<file path="src/rtl/fetch.sv">
// Fetch stage: owns the program counter and drives a 1-cycle-latency instruction memory.
// Presents pc_out/bubble_out aligned with the word on the memory output.
module fetch #(
   parameter logic [31:0] RESET_PC = 32'h0000_0000,
   parameter logic [31:0] PC_STEP  = 32'd4
) (
   input  logic        clk,
   input  logic        rst,
   input  logic        halt,
   input  logic        stall,
   input  logic        flush,
   input  logic [31:0] flush_target,
   output logic [31:0] mem_addr,
   output logic        mem_re,
   output logic [31:0] pc_out,
   output logic        bubble_out,
   output logic        halted_out,
   output logic [31:0] fetch_count
);

   localparam int unsigned AW = 32;

   localparam logic [1:0] BOOT   = 2'd0;
   localparam logic [1:0] RUN    = 2'd1;
   localparam logic [1:0] REPLAY = 2'd2;
   localparam logic [1:0] HALTED = 2'd3;

   logic [1:0]    state_q, state_d;
   logic [AW-1:0] fetch_pc_q, fetch_pc_d;
   logic [AW-1:0] pc_q, pc_d;
   logic          bubble_q, bubble_d;
   logic [AW-1:0] count_q, count_d;
   logic [AW-1:0] target;

   // Low address bits of the redirect are discarded (word aligned)
   logic unused_target_lsb;
   assign unused_target_lsb = ^flush_target[1:0];
   assign target = {flush_target[AW-1:2], 2'b00};

   // State and datapath registers
   always_ff @(posedge clk) begin
      if (rst) begin
         state_q    <= BOOT;
         fetch_pc_q <= RESET_PC;
         pc_q       <= '0;
         bubble_q   <= 1'b1;
         count_q    <= '0;
      end else begin
         state_q    <= state_d;
         fetch_pc_q <= fetch_pc_d;
         pc_q       <= pc_d;
         bubble_q   <= bubble_d;
         count_q    <= count_d;
      end
   end

   // Next-state and memory request, priority halt > flush > stall > normal
   always_comb begin
      state_d    = state_q;
      fetch_pc_d = fetch_pc_q;
      pc_d       = pc_q;
      bubble_d   = bubble_q;
      count_d    = count_q;
      mem_addr   = fetch_pc_q;
      mem_re     = 1'b1;

      if (halt || (state_q == HALTED)) begin
         mem_re   = 1'b0;
         mem_addr = pc_q;
         bubble_d = 1'b1;
         state_d  = HALTED;
      end else if (flush) begin
         mem_addr   = target;
         pc_d       = target;
         fetch_pc_d = AW'(target + PC_STEP);
         bubble_d   = 1'b0;
         count_d    = AW'(count_q + AW'(1));
         state_d    = RUN;
      end else if (stall && (state_q != BOOT)) begin
         // Re-read the held word so the memory output stays stable
         mem_addr = pc_q;
         state_d  = REPLAY;
      end else begin
         mem_addr   = fetch_pc_q;
         pc_d       = fetch_pc_q;
         fetch_pc_d = AW'(fetch_pc_q + PC_STEP);
         bubble_d   = 1'b0;
         count_d    = AW'(count_q + AW'(1));
         state_d    = RUN;
      end
   end

   assign pc_out      = pc_q;
   assign bubble_out  = bubble_q;
   assign fetch_count = count_q;
   assign halted_out  = (state_q == HALTED);

endmodule

</file>
<file path="config.mk">
export PLATFORM = sky130hd
export DESIGN_NAME = fetch
export DESIGN_NICKNAME = d
export VERILOG_FILES = /design/src/rtl/fetch.sv
export SDC_FILE = /design/constraint.sdc
export NUM_CORES = 1
export LEC_CHECK = 0
export ABC_AREA = 1
export CAP_MARGIN = 0
export CORE_MARGIN = 1.5
export CORE_UTILIZATION = 50
export CTS_CLUSTER_DIAMETER = 200
export DETAILED_ROUTE_END_ITERATION = 10
export GPL_ROUTABILITY_DRIVEN = 0
export PLACE_DENSITY = 0.84
export SETUP_SLACK_MARGIN = 0.1
export SLEW_MARGIN = 20
export SYNTH_ARGS = -nofsm -noshare
export SYNTH_HDL_FRONTEND = slang
export SYNTH_SLANG_ARGS = --single-unit
</file>
<file path="constraint.sdc">
create_clock -name clk -period 2.9 [get_ports clk]
set_input_delay 0.29 -clock clk [delete_from_list [all_inputs] [get_ports clk]]
set_output_delay 0.29 -clock clk [all_outputs]
set_load 0.05 [all_outputs]
</file>
==> results.cfg <==
[grt]
grt_overflow = 0
grt_max_degree = 47
grt_pass1_wl_um = 26220
grt_usage = 0.2758
antenna_found_initial = 0
grt_pass1_vias = 5803

[setup_path]
worst_setup_path_end_kind = output pin
cp_max_fo = 30
path_class = in -> out
cp_data_arrival_time_ns = 2.19
crit_required_ns = 2.61
cp.buffers_inverters = 4
crit_slowest_cell = clkdlybuf4s50_1
critical_path.max_stage_delay_ns = 0.62
path_cells = clkdlybuf4s50_1, inv_4, nand2_1, nand2_2, inv_1, nand2_1, nand2_1, buf_12
cpMostUsedCell = nand2_1
start_kind = input pin
crit_family = buffers and inverters

[cells_and_area]
area_growth_syn_to_layout_pct = 35.65
diodes = 0
register_area_um2 = 1942
post-route-util = 0.7018
drive_gt1_frac = 0.1030
fin_nets = 1083
fill_cells = 905
final_cell_mix = nand2_1 (367), clkdlybuf4s50_1 (99), dfxtp_1 (97), inv_1 (80), nor2_1 (77)
mostFrequentLayoutCell = nand2_1
multi_input_area_um2 = 3229

[clock_network]
h-tree-depth = 3
cts.sinks = 97
clock-root-buffer = clkbuf_16
clk_pin_slew_ns = 0.07
cts_made_buffers = 9
post_cts_resized = 0
clockBufferDepth = 2
cts_tree = done
ctsHoldBuffers = 0
clk_latency_ns = 0.36
postCtsSetupBuffers = 0

[synthesis]
yosys_most_used_dff = dfxtp_1
synth-edff-count = 0
ys_ff_latch = 97
synth_area_per_cell_um2 = 6.149
synth.distinct_cells = 40
async_flop_share = 0
synth_warnings = 0
synth_cells = 924
ys_seq_area_frac = 0.3418
synth_area_um2 = 5682
syn_nets = 963

[floorplanning]
die_area_um2 = 12010
die_y_um = 109.6
core_area_um2 = 10980
rows = 38
io_pins = 136
start_util = 0.5173
fp.dieW_um = 109.6

[detailed_routing]
vias_per_cell = 5.292
wire_per_inst_um = 13.50
vias = 6292
drt_iter0_markers = 450
drt_wl_total_um = 16060
route.detailed.drc = 0
antenna_left = 0
first_pass_iters = 5

[sta]
hold_viol_final = 0
maxSlewViolCount = 0
fin_setup_tns_ns = 0
fin_skew_ns = 0.006995
min_period_over_period = 0.8540
grt_setup_unrepaired = no
hold_ws_ns = 0.4092
relSlewSlack = 0.6400
layout_min_cycle_time_ns = 2.477
setup_viol = 0
worst_slew_pin_slew_ns = 0.5359
max_freq_mhz = 403.8

[flow_run]
maxCapViolCount = 0

[placed_design]
dp_hpwl_um = 11450
io_buffers = 133

[pwr]
p_clk_frac = 0.361
irDropWorstVdd_mv = 0.3650
swShare = 0.3133
combPwrFrac = 0.243
power-per-cell-area_nw_per_um2 = 467.9
sequentialPowerShare = 0.395
p_int_w = 0.002476
p_total_w = 0.003606
power.switching_w = 0.001130
p_leak_nw = 3.193

[min_path]
min_path_type = in -> reg

[outcome]
status = finished, final reports clean
synthesized netlist by cell type (8+ instances only):
cell type / instances / share of area
a21oi_1: 59 / 0.052
dfxtp_1: 97 / 0.34
o21ai_0: 29 / 0.026
nor2_2: 9 / 0.0099
nand2_1: 367 / 0.24
clkbuf_1: 14 / 0.0092
nor3_1: 17 / 0.015
nor2_1: 77 / 0.051
nand2_2: 25 / 0.028
buf_2: 10 / 0.0088
nor2_4: 8 / 0.016
nand3_1: 68 / 0.060
inv_1: 80 / 0.053
final timing paths:
path	from	to	slack, ns	depth (start not counted)
max	flush	mem_addr[2]	0.42	8
min	rst	pc_out[3]	0.41	2
max reg2reg	fetch_count[6]	fetch_count[17]	0.95	8
min reg2reg	pc_out[0]	pc_out[0]	0.45	2
metrics by stage:
step / cells / instance area (um2) / worst slack, ns
4_1_cts: 1189 / 7707 / 0.4110
2_1_floorplan: 924 / 5682 / 0.5533
3_3_place_gp: 1173 / 7388 / 0.3230
3_5_place_dp: 1173 / 7388 / 0.2810
5_1_grt: 1189 / 7707 / 0.2877
6_report: 1189 / 7707 / 0.4233
power by group through the flow:
stage,Combinational [W],Sequential [W],Clock (W)
final,0.000878,0.00143,0.00130
after global routing,0.000937,0.00143,0.00137
after CTS,0.000880,0.00142,0.00133
after detailed placement,0.000874,0.00145,0
after global placement,0.000862,0.00145,0
after floorplan,0.000454,0.00154,0
worst reg2reg max path: cells and delay by family, from the launching register on:
kind / cells / cell delay [ns]
buffers and inverters: 1 / 0.13
flip-flops: 1 / 0.40
AND/OR/NAND/NOR: 7 / 1.32
registers in the layout, indices dropped and copies added (netlist names):
name,count
pc_out,32
fetch_pc_q,30
fetch_count,32
state_q,2
bubble_out,1
metal layers:
layer,wire [um],global-route usage,vias up,part of all wire
li1,-,-,3170,-
met1,6810,0.3365,2810,0.42
met2,7721,0.4805,281,0.48
met3,1247,0.05868,31,0.078
met4,274,0.09091,0,0.017
met5,0,0,-,0
layout make-up:
| cell class | count | area share |
|---|---|---|
| clock inverter | 7 | 0.01218 |
| inverter | 82 | 0.04026 |
| clock buffer | 9 | 0.02922 |
| sequential | 97 | 0.2519 |
| timing repair buffer | 143 | 0.2247 |
| tap | 140 | 0.02273 |
| multi-input combinational | 711 | 0.4190 |
kinds of logic (layout without fill, tap and decap cells):
group | count (synthesis) | after routing | synth area share
adder cells (fa/ha/maj) | 2 | 2 | 0.004404
AND/OR/NAND/NOR | 592 | 592 | 0.4495
AO/OA/AOI/OAI | 110 | 110 | 0.1037
XOR/XNOR | 7 | 7 | 0.01079
buffers and inverters | 116 | 241 | 0.08985
flip-flops | 97 | 97 | 0.3418
Note: power is estimated with default switching activity, not from simulation.
